==> src/rtl/lc3_pkg.sv <==
// Shared definitions for the LC-3 memory/IO controller: device map, FSM encoding,
// and the position of the ready bit in KBSR/DSR.
package lc3_pkg;

  localparam int          RDY_BIT   = 15;
  localparam logic [15:0] KBSR_ADDR = 16'hFE00;
  localparam logic [15:0] KBDR_ADDR = 16'hFE02;
  localparam logic [15:0] DSR_ADDR  = 16'hFE04;
  localparam logic [15:0] DDR_ADDR  = 16'hFE06;

  typedef enum logic [1:0] {
    ST_IDLE     = 2'd0,
    ST_MEM_WAIT = 2'd1,
    ST_DONE     = 2'd2
  } state_t;

endpackage

==> src/rtl/lc3_mem_io_ctrl_if.sv <==
// External memory bus between the controller (master) and the memory model (slave).
interface lc3_mem_io_ctrl_if #(
  parameter int WID = 16
);

  // Handshake: master raises mem_req with mem_we/mem_addr/mem_wdata stable and holds
  // them until the slave returns a single-cycle mem_ack; an ack while mem_req=0 is ignored.
  logic           mem_req;
  logic           mem_we;
  logic [WID-1:0] mem_addr;
  logic [WID-1:0] mem_wdata;
  logic [WID-1:0] mem_rdata;
  logic           mem_ack;

  modport master (
    output mem_req, mem_we, mem_addr, mem_wdata,
    input  mem_rdata, mem_ack
  );

  modport slave (
    input  mem_req, mem_we, mem_addr, mem_wdata,
    output mem_rdata, mem_ack
  );

endinterface

==> src/rtl/lc3_io_regs.sv <==
// LC-3 memory-mapped device registers (KBSR/KBDR/DSR/DDR) with keyboard capture
// and display output handshake.
module lc3_io_regs
  import lc3_pkg::*;
#(
  parameter int             WID    = 16,
  parameter logic [WID-1:0] KBSR_A = WID'(KBSR_ADDR),
  parameter logic [WID-1:0] KBDR_A = WID'(KBDR_ADDR),
  parameter logic [WID-1:0] DSR_A  = WID'(DSR_ADDR),
  parameter logic [WID-1:0] DDR_A  = WID'(DDR_ADDR)
) (
  input  logic           clk,
  input  logic           reset,
  input  logic           acc,
  input  logic           rw,
  input  logic [WID-1:0] addr,
  input  logic [7:0]     wbyte,
  input  logic           kb_valid,
  input  logic [7:0]     kb_data,
  input  logic           dsp_ready,
  output logic           hit,
  output logic [WID-1:0] rd_val,
  output logic           dsp_valid,
  output logic [7:0]     dsp_data
);

  logic       sel_kbsr;
  logic       sel_kbdr;
  logic       sel_dsr;
  logic       sel_ddr;
  logic       kbsr_rdy;
  logic [7:0] kbdr;
  logic       dsr_rdy;

  assign sel_kbsr = (addr == KBSR_A);
  assign sel_kbdr = (addr == KBDR_A);
  assign sel_dsr  = (addr == DSR_A);
  assign sel_ddr  = (addr == DDR_A);
  assign hit      = sel_kbsr | sel_kbdr | sel_dsr | sel_ddr;

  // DDR reads as zero; only the status ready bits and the keyboard byte are visible.
  always_comb begin
    rd_val = '0;
    if (sel_kbsr) begin
      rd_val[RDY_BIT] = kbsr_rdy;
    end else if (sel_dsr) begin
      rd_val[RDY_BIT] = dsr_rdy;
    end else if (sel_kbdr) begin
      rd_val[7:0] = kbdr;
    end
  end

  always_ff @(posedge clk) begin
    if (reset) begin
      kbsr_rdy  <= 1'b0;
      kbdr      <= '0;
      dsr_rdy   <= 1'b1;
      dsp_valid <= 1'b0;
      dsp_data  <= '0;
    end else begin
      if (acc && !rw && sel_kbdr) begin
        kbsr_rdy <= 1'b0;
      end
      // A new keystroke overrides the clear from a same-cycle KBDR read.
      if (kb_valid) begin
        kbdr     <= kb_data;
        kbsr_rdy <= 1'b1;
      end
      // dsr_rdy=1 implies dsp_valid=0, so an accepted write never races the drain.
      if (acc && rw && sel_ddr && dsr_rdy) begin
        dsp_data  <= wbyte;
        dsp_valid <= 1'b1;
        dsr_rdy   <= 1'b0;
      end else if (dsp_valid && dsp_ready) begin
        dsp_valid <= 1'b0;
        dsr_rdy   <= 1'b1;
      end
    end
  end

endmodule

==> src/rtl/lc3_mem_io_ctrl.sv <==
// LC-3 memory/IO access sequencer: decodes MAR, runs device or external memory
// accesses, and returns read data with the one-cycle R (ready) pulse.
module lc3_mem_io_ctrl
  import lc3_pkg::*;
#(
  parameter int             WID     = 16,
  parameter int             TIMEOUT = 15,
  parameter logic [WID-1:0] KBSR_A  = WID'(KBSR_ADDR),
  parameter logic [WID-1:0] KBDR_A  = WID'(KBDR_ADDR),
  parameter logic [WID-1:0] DSR_A   = WID'(DSR_ADDR),
  parameter logic [WID-1:0] DDR_A   = WID'(DDR_ADDR)
) (
  input  logic                   clk,
  input  logic                   reset,
  input  logic                   mio_en,
  input  logic                   rw,
  input  logic [WID-1:0]         addr,
  input  logic [WID-1:0]         wdata,
  output logic [WID-1:0]         rdata,
  output logic                   ready,
  output logic                   err,
  lc3_mem_io_ctrl_if.master      mem,
  input  logic                   kb_valid,
  input  logic [7:0]             kb_data,
  output logic                   dsp_valid,
  output logic [7:0]             dsp_data,
  input  logic                   dsp_ready,
  output state_t                 dbg_state
);

  localparam int CW = $clog2(TIMEOUT + 1);

  state_t         state;
  logic [CW-1:0]  cnt;
  logic           req_q;
  logic           we_q;
  logic [WID-1:0] maddr_q;
  logic [WID-1:0] mwdata_q;
  logic           dev_hit;
  logic [WID-1:0] dev_rd;
  logic           dev_acc;

  assign dev_acc       = (state == ST_IDLE) && mio_en && dev_hit;
  assign mem.mem_req   = req_q;
  assign mem.mem_we    = we_q;
  assign mem.mem_addr  = maddr_q;
  assign mem.mem_wdata = mwdata_q;
  assign dbg_state     = state;

  lc3_io_regs #(
    .WID    (WID),
    .KBSR_A (KBSR_A),
    .KBDR_A (KBDR_A),
    .DSR_A  (DSR_A),
    .DDR_A  (DDR_A)
  ) u_io_regs (
    .clk       (clk),
    .reset     (reset),
    .acc       (dev_acc),
    .rw        (rw),
    .addr      (addr),
    .wbyte     (wdata[7:0]),
    .kb_valid  (kb_valid),
    .kb_data   (kb_data),
    .dsp_ready (dsp_ready),
    .hit       (dev_hit),
    .rd_val    (dev_rd),
    .dsp_valid (dsp_valid),
    .dsp_data  (dsp_data)
  );

  always_ff @(posedge clk) begin
    if (reset) begin
      state    <= ST_IDLE;
      cnt      <= '0;
      rdata    <= '0;
      ready    <= 1'b0;
      err      <= 1'b0;
      req_q    <= 1'b0;
      we_q     <= 1'b0;
      maddr_q  <= '0;
      mwdata_q <= '0;
    end else begin
      case (state)
        ST_IDLE: begin
          if (mio_en) begin
            if (dev_hit) begin
              if (!rw) begin
                rdata <= dev_rd;
              end
              ready <= 1'b1;
              state <= ST_DONE;
            end else begin
              req_q    <= 1'b1;
              we_q     <= rw;
              maddr_q  <= addr;
              mwdata_q <= wdata;
              cnt      <= '0;
              state    <= ST_MEM_WAIT;
            end
          end
        end
        ST_MEM_WAIT: begin
          // Ack is checked first so an ack on the final allowed cycle still completes cleanly.
          if (mem.mem_ack) begin
            if (!we_q) begin
              rdata <= mem.mem_rdata;
            end
            req_q <= 1'b0;
            we_q  <= 1'b0;
            ready <= 1'b1;
            state <= ST_DONE;
          end else if (cnt == CW'(TIMEOUT - 1)) begin
            req_q <= 1'b0;
            we_q  <= 1'b0;
            rdata <= '0;
            ready <= 1'b1;
            err   <= 1'b1;
            state <= ST_DONE;
          end else begin
            cnt <= cnt + 1'b1;
          end
        end
        ST_DONE: begin
          ready <= 1'b0;
          err   <= 1'b0;
          state <= ST_IDLE;
        end
        default: begin
          ready <= 1'b0;
          err   <= 1'b0;
          req_q <= 1'b0;
          state <= ST_IDLE;
        end
      endcase
    end
  end

endmodule
==> src/flat_wrapper.sv <==
// flat-port wrapper written by rule: the top's interface ports become plain ports
module lc3_mem_io_ctrl_flat import lc3_pkg::*;
#(
  parameter int             WID     = 16,
  parameter int             TIMEOUT = 15,
  parameter logic [WID-1:0] KBSR_A  = WID'(KBSR_ADDR),
  parameter logic [WID-1:0] KBDR_A  = WID'(KBDR_ADDR),
  parameter logic [WID-1:0] DSR_A   = WID'(DSR_ADDR),
  parameter logic [WID-1:0] DDR_A   = WID'(DDR_ADDR)
)
  (clk, reset, mio_en, rw, addr, wdata, rdata, ready, err, kb_valid, kb_data, dsp_valid, dsp_data, dsp_ready, dbg_state, mem_mem_req, mem_mem_we, mem_mem_addr, mem_mem_wdata, mem_mem_rdata, mem_mem_ack);
  lc3_mem_io_ctrl_if #(.WID(WID)) mem_i ();
  input  logic clk;
  input  logic reset;
  input  logic mio_en;
  input  logic rw;
  input  logic [WID-1:0] addr;
  input  logic [WID-1:0] wdata;
  output logic [WID-1:0] rdata;
  output logic ready;
  output logic err;
  input  logic kb_valid;
  input  logic [7:0] kb_data;
  output logic dsp_valid;
  output logic [7:0] dsp_data;
  input  logic dsp_ready;
  output state_t dbg_state;
  output wire logic [$bits(mem_i.mem_req)-1:0] mem_mem_req;
  output wire logic [$bits(mem_i.mem_we)-1:0] mem_mem_we;
  output wire logic [$bits(mem_i.mem_addr)-1:0] mem_mem_addr;
  output wire logic [$bits(mem_i.mem_wdata)-1:0] mem_mem_wdata;
  input wire logic [$bits(mem_i.mem_rdata)-1:0] mem_mem_rdata;
  input wire logic [$bits(mem_i.mem_ack)-1:0] mem_mem_ack;
  assign mem_mem_req = mem_i.mem_req;
  assign mem_mem_we = mem_i.mem_we;
  assign mem_mem_addr = mem_i.mem_addr;
  assign mem_mem_wdata = mem_i.mem_wdata;
  assign mem_i.mem_rdata = mem_mem_rdata;
  assign mem_i.mem_ack = mem_mem_ack;
  lc3_mem_io_ctrl #(.WID(WID), .TIMEOUT(TIMEOUT), .KBSR_A(KBSR_A), .KBDR_A(KBDR_A), .DSR_A(DSR_A), .DDR_A(DDR_A)) u_core (.clk(clk), .reset(reset), .mio_en(mio_en), .rw(rw), .addr(addr), .wdata(wdata), .rdata(rdata), .ready(ready), .err(err), .mem(mem_i), .kb_valid(kb_valid), .kb_data(kb_data), .dsp_valid(dsp_valid), .dsp_data(dsp_data), .dsp_ready(dsp_ready), .dbg_state(dbg_state));
endmodule
==> config.mk <==
export PLATFORM = sky130hd
export DESIGN_NAME = lc3_mem_io_ctrl_flat
export DESIGN_NICKNAME = d
export VERILOG_FILES = /design/src/rtl/lc3_pkg.sv /design/src/rtl/lc3_mem_io_ctrl_if.sv /design/src/rtl/lc3_io_regs.sv /design/src/rtl/lc3_mem_io_ctrl.sv /design/src/flat_wrapper.sv
export SDC_FILE = /design/constraint.sdc
export NUM_CORES = 1
export LEC_CHECK = 0
export BUFFER_PORTS_ARGS = -buffer_cell sky130_fd_sc_hd__buf_2
export CAP_MARGIN = 20
export CORE_MARGIN = 5
export CORE_UTILIZATION = 43
export DETAILED_ROUTE_END_ITERATION = 12
export PLACE_DENSITY = 0.86
export RECOVER_POWER = 25
export SYNTH_ARGS = -nofsm -noshare
export SYNTH_HDL_FRONTEND = slang
export SYNTH_SLANG_ARGS = --single-unit
==> constraint.sdc <==
create_clock -name clk -period 2.5 [get_ports clk]
set_input_delay 0.375 -clock clk [delete_from_list [all_inputs] [get_ports clk]]
set_output_delay 0.375 -clock clk [all_outputs]
set_load 0.005 [all_outputs]
==> results.cfg, run 1 <==
[status]
outcome = complete, no violations

[pwr]
ir_drop_uv = 399
p_leak_nw = 1.77
power.total_w = 0.00276
power_density_nw_per_um2 = 693

[floorplan]
die_w_um = 94.0
fp.dieH_um = 94.0
core_area_um2 = 6830
die_area_um2 = 8830
ios = 126
fp-row-count = 30
start_util_pct = 44.4

[synthesis]
synth_fp_nets = 416
synth_xor_area_share_pct = 0.578
synthAdderAreaFrac_pct = 0.825
synth_cells = 351
dominantRegCellSynth = dfxtp_1
seq_area_frac_synth_pct = 50.8
yosysTopAreaCell = dfxtp_1
synth_top_family_by_area = simple AND/OR/NAND/NOR gates
synth_area_um2 = 3030
synthMuxAreaShare_pct = 5.28
synth-compound-area-share_pct = 14.9
ys_top_cells_by_area = dfxtp_1 51%, nand2_1 9.2%, a21oi_1 7.8%, mux2i_1 5.3%, nor2_1 4.0%
avgSynthCellArea_um2 = 8.64
yosysWarningCount = 0
ys_ff_latch = 77
async_flop_share_pct = 0
synthSimpleGateAreaFrac_pct = 22.8
synth_edf_count = 0
yosys.area.top_type_share_pct = 50.8
yosys.cell_types.count = 44

[clock_network]
root_buffer = clkbuf_8
numCtsBuffers = 9
path_clk_slew_ns = 0.08
clock-sinks = 77
cts_tree = yes
cts_buffer_depth = 2
worstSkewPairLatency_ns = 0.34
cts_htree_levels = 3
post_cts_buffers = 0
post_cts_resized = 0
cts_hold_buf = 0

[route]
met3_length_um = 636
ant_nets = 0
viasPerCell = 5.08
wl_met2_um = 3960
top_layer = met5
dr.pass1.iters = 4
drtIter0Drc = 159
wl_per_cell_um = 14.0
vias = 2920
drc = 0
wl_um = 8070
met1_length_um = 3380

[global_routing]
grt_max_degree = 37
grt_pass1_vias = 2852
grt_use_total_pct = 18.1
grt_remaining_overflow = 0
grt_antenna_before_repair = 1
grt_pass1_wl_um = 12800

[cells_and_area]
seq_area_um2 = 1540
drive_gt1_share_pct = 31.3
layout.cells.non_filler = 575
fillers = 660
antenna_cells = 0
multi_input_area_um2 = 1350
finish.utilization_pct = 58.3
nets = 539
syn_to_final_growth_pct = 31.4

[sta]
worst_slew_pin_slew_ns = 1.48
final_max_slew_viol_count = 0
finalSetupViolCount = 0
hold_viol_final = 0
fin_crit_sh_pct = 90.1
fin_crit_ns = 2.25
maxSlewHeadroom_pct = 1.44
rsz0062_at_grt = no
fmax_ghz = 0.444
fin_worst_skew_ns = 0.00761

[critical_path]
cp-start-kind = primary input
path_delay_family = simple AND/OR/NAND/NOR gates
cp_common_cell = or4_4
cp.arrival_ns = 2.41
cp_max_fo = 11
cp-end-kind = flip-flop
cp.buffers_inverters = 1
crit_type = primary input to flip-flop
cpMaxStageDelayCell = or4_4
required_ns = 2.66
crit_path_max_incr_delay_ns = 0.59
crit_chain = buf_2 > or4_4 > or4_4 > a211o_4 > a221oi_1 > nor3_1

[place]
post-place-cells = 559
gp_congestion = 0.787
port_buffers = 125
hpwl_um = 6080

[flow_run]
drv_cap = 0

[hold_path]
hold_class = primary input to flip-flop
==> report_power, final <==
part,switching (W),internal [W]
clock network,0.000449,0.000619
logic,0.000201,0.000159
registers,0.0000393,0.00129
==> routing by layer <==
layer  vias up  track usage, %
met5         -               0
met3        10            6.17
met1      1350            21.3
met2       102            30.8
met4         2            5.78
li1       1456               -
==> synth_stat cells (2+ instances only) <==
master,count
nand2b_1,3
o21ai_0,3
dfxtp_1,77
nor3_1,14
buf_6,3
a221oi_1,7
and3_1,3
nand3_1,12
or4_1,3
ha_1,2
clkbuf_1,15
mux2i_1,16
nand2_1,74
or2_2,2
a211oi_1,2
buf_2,5
inv_1,5
nor2_1,32
or4_4,2
a21oi_1,47
==> worst paths after layout <==
check                                              from                        to  slack, ns  depth (start not counted)
worst max-delay path                            addr[0]           u_core.rdata[6]       0.25                          6
worst max register to register            u_core.cnt[0]             u_core.cnt[3]       0.35                          8
worst min register to register  u_core.mem.mem_wdata[0]   u_core.mem.mem_wdata[0]       0.45                          2
worst min-delay path                          wdata[13]  u_core.mem.mem_wdata[13]       0.27                          3
==> state kept, by name (all words and copies together) (netlist names) <==
register and flops:
u_core.dbg_state 2, u_core.u_io_regs.kbdr 8, u_core.mem.mem_wdata 16, u_core.u_io_regs.dsp_data 8, u_core.rdata 16, u_core.u_io_regs.dsp_valid 1
u_core.mem.mem_addr 16, u_core.u_io_regs.kbsr_rdy 1, u_core.mem.mem_we 1, u_core.cnt 4, u_core.ready 1, u_core.err 1
u_core.u_io_regs.dsr_rdy 1, u_core.mem.mem_req 1
==> logic make-up (layout without fill, tap and decap cells) <==
kind of cell | count (synthesis) | after routing
buf+inv | 30 | 158
mux | 16 | 16
simple gates | 153 | 153
compound gates | 71 | 71
flops | 77 | 77
fa+ha+maj | 2 | 2
xor+xnor | 2 | 2
==> cells in the final DEF, fill, tap and decap left out, types with 2 or more instances in the layout <==
cell type	n
buf_2	112
dfxtp_1	77
nand2_1	74
a21oi_1	47
nor2_1	32
mux2i_1	16
nor3_1	14
clkbuf_1	13
nand3_1	12
clkbuf_8	11
buf_4	10
a221oi_1	7
inv_1	5
and3_1	3
nand2b_1	3
or4_1	3
o21ai_0	3
or2_2	2
or4_4	2
a211oi_1	2
ha_1	2
bufinv_16	2
buf_12	2
==> worst reg2reg max path, stage by stage, from the launching register on <==
cell,delay (ns)
dfxtp_1,0.37
inv_1,0.08
ha_1,0.19
and3_1,0.24
o2bb2ai_1,0.29
o211ai_1,0.14
buf_4,0.18
or3_1,0.34
a211oi_1,0.23
==> stage by stage <==
| stage | instance area [um^2] | setup WS [ns] | setup TNS (ns) | hold slack (ns) |
|---|---|---|---|---|
| global route | 3980 | 0.158 | 0 | 0.261 |
| detailed placement | 3770 | -0.0505 | -0.341 | 0.445 |
| global placement | 3770 | 0.0103 | 0 | 0.437 |
| CTS | 4000 | 0.311 | 0 | 0.253 |
| floorplan | 3030 | 0.0949 | 0 | 0.448 |
| finish | 3980 | 0.247 | 0 | 0.267 |
==> final cells by class <==
class / instances / area share, %
flip-flops and latches: 77 / 38.7
multi-input cells: 244 / 33.8
repair buffers: 137 / 18.2
clock buffers: 11 / 3.80
well taps: 96 / 3.02
clock inverters: 5 / 2.04
inverters: 5 / 0.471
Power figures use the tool's default switching activity.
==> run 2, diff against run 1 <==
CAP_MARGIN = default   (was 20)
HOLD_SLACK_MARGIN = 0.15   (was default)
RECOVER_POWER = 100   (was 25)
==> results.cfg, run 2 (same netlist as run 1, synthesis figures left out) <==
[pwr]
power.total_w = 0.00274
ir_drop_uv = 399
power_density_nw_per_um2 = 702
p_leak_nw = 1.64

[global_routing]
grt_pass1_wl_um = 12800
grt_remaining_overflow = 0
grt_pass1_vias = 2852
grt_antenna_before_repair = 1
grt_use_total_pct = 18.1
grt_max_degree = 37

[cells_and_area]
fin_area_um2 = 3910
nets = 539
antenna_cells = 0
syn_to_final_growth_pct = 28.8
layout.cells.non_filler = 575
fillers = 681
drive_gt1_share_pct = 24.6
final_cell_mix = 85 x buf_2, 77 x dfxtp_1, 74 x nand2_1, 47 x a21oi_1, 42 x clkbuf_1
finish.utilization_pct = 57.2
mostFrequentLayoutCell = buf_2

[floorplan]
fp.dieH_um = 94.0
die_w_um = 94.0
fp-row-count = 30
core_area_um2 = 6830
start_util_pct = 44.4
ios = 126
die_area_um2 = 8830

[critical_path]
rr_endpoint = u_core.rdata[10]
crit_path_max_incr_delay_ns = 0.58
cp_max_fo = 11
r2r-start = u_core.cnt[0]
cp.arrival_ns = 2.47
crit_type = primary input to flip-flop
cp_common_cell = or4_4
cpMaxStageDelayCell = or4_4
required_ns = 2.66
cp-end-kind = flip-flop
cp-start-kind = primary input
rrSetupSlack_ns = 0.28
r2r_cells = 8
crit_chain = buf_2 > or4_4 > or4_4 > a211o_1 > a221oi_1 > nor3_1

[route]
wl_um = 8080
vias = 2909
wl_per_cell_um = 14.1
viasPerCell = 5.06
ant_nets = 0
dr.pass1.iters = 5
drc = 0
drtIter0Drc = 157

[sta]
fmax_ghz = 0.433
maxSlewHeadroom_pct = 2.55
hold_viol_final = 0
finalSetupViolCount = 0
final_max_slew_viol_count = 0
fin_worst_skew_ns = 0.00783
worst_slew_pin_slew_ns = 1.46
fin_crit_ns = 2.31
rsz0062_at_grt = no
fin_crit_sh_pct = 92.3

[place]
port_buffers = 125
post_dp_cell_area_um2 = 3770
gp_congestion = 0.787
post-place-cells = 559
hpwl_um = 6080

[clock_network]
cts_htree_levels = 3
post_cts_buffers = 0
cts_buffer_depth = 2
clock-sinks = 77
root_buffer = clkbuf_8
numCtsBuffers = 9
cts_tree = yes
path_clk_slew_ns = 0.08
post_cts_resized = 0
cts_hold_buf = 0
worstSkewPairLatency_ns = 0.34

[hold_path]
min_delay_path_depth = 3
hold_class = primary input to flip-flop
min-delay-start = wdata[13]
worstHoldEndpoint = u_core.mem.mem_wdata[13]

[status]
outcome = complete, no violations

[flow_run]
drv_cap = 0
## run 2: cell types whose count changed in the layout (fill, tap and decap cells not counted), sizes merged
cell	delta
buf	-31
clkbuf	+31
## run 2: worst max path at each step
stage	cells after the start	start	slack, ns	endpoint
after floorplan	7	addr[0]	0.09	u_core.u_io_regs.dsp_data[0]
after global placement	7	addr[0]	0.01	u_core.u_io_regs.dsp_data[0]
after detailed placement	6	addr[0]	-0.05	u_core.rdata[0]
after CTS	6	addr[0]	0.31	u_core.rdata[0]
after global routing	8	addr[0]	0.10	u_core.cnt[3]
final	6	addr[3]	0.19	u_core.rdata[0]
## run 2: critical path: cells and delay by family
kind,cells,cell delay (ns)
simple gates,3,1.18
buf+inv,1,0.11
compound gates,2,0.79
## run 2: routing by layer
metal / routed length, um / up-vias / GRT usage (%) / part of all wire (%)
li1: - / 1454 / - / -
met3: 565 / 10 / 6.17 / 7.0
met5: 11 / - / 0 / 0.14
met2: 3950 / 104 / 30.8 / 49
met4: 87 / 2 / 5.78 / 1.1
met1: 3470 / 1339 / 21.3 / 43
## run 2: through the flow
stage          setup slack [ns]  setup TNS [ns]  hold WS [ns]
6_report                  0.192               0         0.267
5_1_grt                   0.104               0         0.261
4_1_cts                   0.311               0         0.253
3_5_place_dp            -0.0505          -0.341         0.445
3_3_place_gp             0.0103               0         0.437
2_1_floorplan            0.0949               0         0.448
## run 2: power breakdown
part / internal, W / total [W] / leakage (nW) / switching (W)
clock: 0.000619 / 0.00107 / 0.116 / 0.000449
combinational: 0.000144 / 0.000342 / 0.892 / 0.000198
sequential: 0.00129 / 0.00133 / 0.629 / 0.0000401
## run 2: cell type report
cell class	count	area [um^2]	area share, %
Sequential cell	77	1540	39.5
Inverter	5	18.8	0.481
Clock inverter	5	81.3	2.08
Tap cell	96	120	3.08
Timing Repair Buffer	137	668	17.1
Multi-Input combinational cell	244	1320	33.9
Clock buffer	11	151	3.88
==> run 3, diff against run 2 <==
BUFFER_PORTS_ARGS = default   (was -buffer_cell sky130_fd_sc_hd__buf_2)
CAP_MARGIN = 20   (was default)
DONT_BUFFER_PORTS = 1   (was default)
PLACE_DENSITY = 0.7   (was 0.86)
RECOVER_POWER = 25   (was 100)
==> results.cfg, run 3 (same netlist as run 1, synthesis figures left out) <==
[status]
outcome = complete, no violations

[critical_path]
cp-end-kind = flip-flop
path_delay_family = compound AO/OA/AOI/OAI gates
rr_endpoint = u_core.cnt[3]
crit_chain = inv_1 > ha_1 > and3_1 > o2bb2ai_1 > o211ai_1 > buf_4 > or3_1 > a211oi_1
cp-start-kind = flip-flop
cpMaxStageDelayCell = dfxtp_1
required_ns = 2.75
cp.buffers_inverters = 2
r2r-start = u_core.cnt[0]
r2r_cells = 8
crit_path_max_incr_delay_ns = 0.37
rrSetupSlack_ns = 0.36
cp_max_fo = 6
cp.arrival_ns = 2.39
crit_type = flip-flop to flip-flop

[cells_and_area]
syn_to_final_growth_pct = 14.9
fin_area_um2 = 3480
nets = 430
final_cell_mix = 77 x dfxtp_1, 74 x nand2_1, 47 x a21oi_1, 32 x nor2_1, 16 x mux2i_1
finish.utilization_pct = 51.0
drive_gt1_share_pct = 9.76
mostFrequentLayoutCell = dfxtp_1
antenna_cells = 0

[pwr]
power_density_nw_per_um2 = 723
p_leak_nw = 1.28
ir_drop_uv = 399

[sta]
fin_crit_sh_pct = 85.6
fin_worst_skew_ns = 0.00909
fmax_ghz = 0.467
final_max_slew_viol_count = 0
setup-tns-final_ns = 0
hold_viol_final = 0
maxSlewHeadroom_pct = 56.1
worst_slew_pin_slew_ns = 0.659
rsz0062_at_grt = no
fin_ws_ns = 0.360
finalSetupViolCount = 0
fin_crit_ns = 2.14

[clock_network]
post_cts_buffers = 0
cts_buffer_depth = 2
clock-sinks = 77
root_buffer = clkbuf_8
worstSkewPairLatency_ns = 0.34
numCtsBuffers = 9
path_clk_slew_ns = 0.07
cts_tree = yes
cts_htree_levels = 3

[floorplan]
start_util_pct = 44.4
fp.dieH_um = 94.0
ios = 126
die_area_um2 = 8830
die_w_um = 94.0
core_area_um2 = 6830
fp-row-count = 30

[route]
dr.pass1.iters = 5
ant_nets = 0
drc = 0
drtIter0Drc = 157
wl_um = 7950
viasPerCell = 5.42
vias = 2521
wl_per_cell_um = 17.1

[hold_path]
min-delay-start = addr[5]
min_delay_path_depth = 2
hold_class = primary input to flip-flop
worstHoldEndpoint = u_core.mem.mem_addr[5]

[global_routing]
grt_antenna_before_repair = 0
grt_pass1_wl_um = 12300
grt_use_total_pct = 17.9
grt_pass1_vias = 2445
grt_remaining_overflow = 0
grt_max_degree = 78

[place]
dp_slack_ns = 0.0884
port_buffers = 0
gp_congestion = 0.749
hpwl_um = 5490
post_dp_cell_area_um2 = 3120

[flow_run]
drv_cap = 0
==> run 3: worst max path at each step <==
stage / slack (ns) / end / cells after the start / startpoint
floorplan: 0.09 / u_core.u_io_regs.dsp_data[0] / 7 / addr[0]
global route: 0.21 / u_core.cnt[3] / 8 / u_core.cnt[0]
CTS: 0.38 / u_core.cnt[3] / 8 / u_core.cnt[0]
detailed placement: 0.09 / u_core.rdata[1] / 5 / addr[0]
finish: 0.36 / u_core.cnt[3] / 8 / u_core.cnt[0]
global placement: 0.13 / u_core.u_io_regs.dsp_data[3] / 6 / addr[0]
==> run 3: metal layers <==
metal  share of wire (%)  vias to the layer above  GRT usage [%]  wire length, um
met5                   0                        -              0                0
met4                 2.1                        0           7.22              168
met3                  10                       15           6.97              799
met2                  49                      107           29.5             3860
met1                  39                     1155           20.8             3120
li1                    -                     1244              -                -
==> run 3: stage by stage <==
| step | total power, W | cells | hold slack [ns] |
|---|---|---|---|
| final | 0.00252 | 465 | 0.166 |
| after global routing | 0.00265 | 465 | 0.151 |
| after CTS | 0.00255 | 465 | 0.150 |
| after detailed placement | 0.00160 | 434 | 0.454 |
| after global placement | 0.00159 | 434 | 0.452 |
| after floorplan | 0.00155 | 351 | 0.448 |
==> run 3: area by class of cell <==
class / count / area (um^2)
clock buffers: 12 / 145
clock inverters: 3 / 46.3
fillers: 644 / 3350
inverters: 5 / 18.8
multi-input cells: 244 / 1350
flip-flops and latches: 77 / 1540
well taps: 96 / 120
repair buffers: 28 / 268
==> run 3: power by group <==
part | switching [W] | internal (W)
registers | 0.0000532 | 0.00129
clock network | 0.000424 | 0.000486
logic | 0.000154 | 0.000108
total | 0.000631 | 0.00189
==> run 3: what timing repair did <==
item	in CTS	in global routing
endpoints found under the hold margin	77	0
gates resized for setup	0	0
hold buffers	16	0
==> run 3: worst register-to-register path: cells and delay by family (launching register included) <==
family / cells / cell delay [ns]
fa+ha+maj: 1 / 0.19
compound gates: 3 / 0.67
simple gates: 2 / 0.58
buf+inv: 2 / 0.26
flops: 1 / 0.37
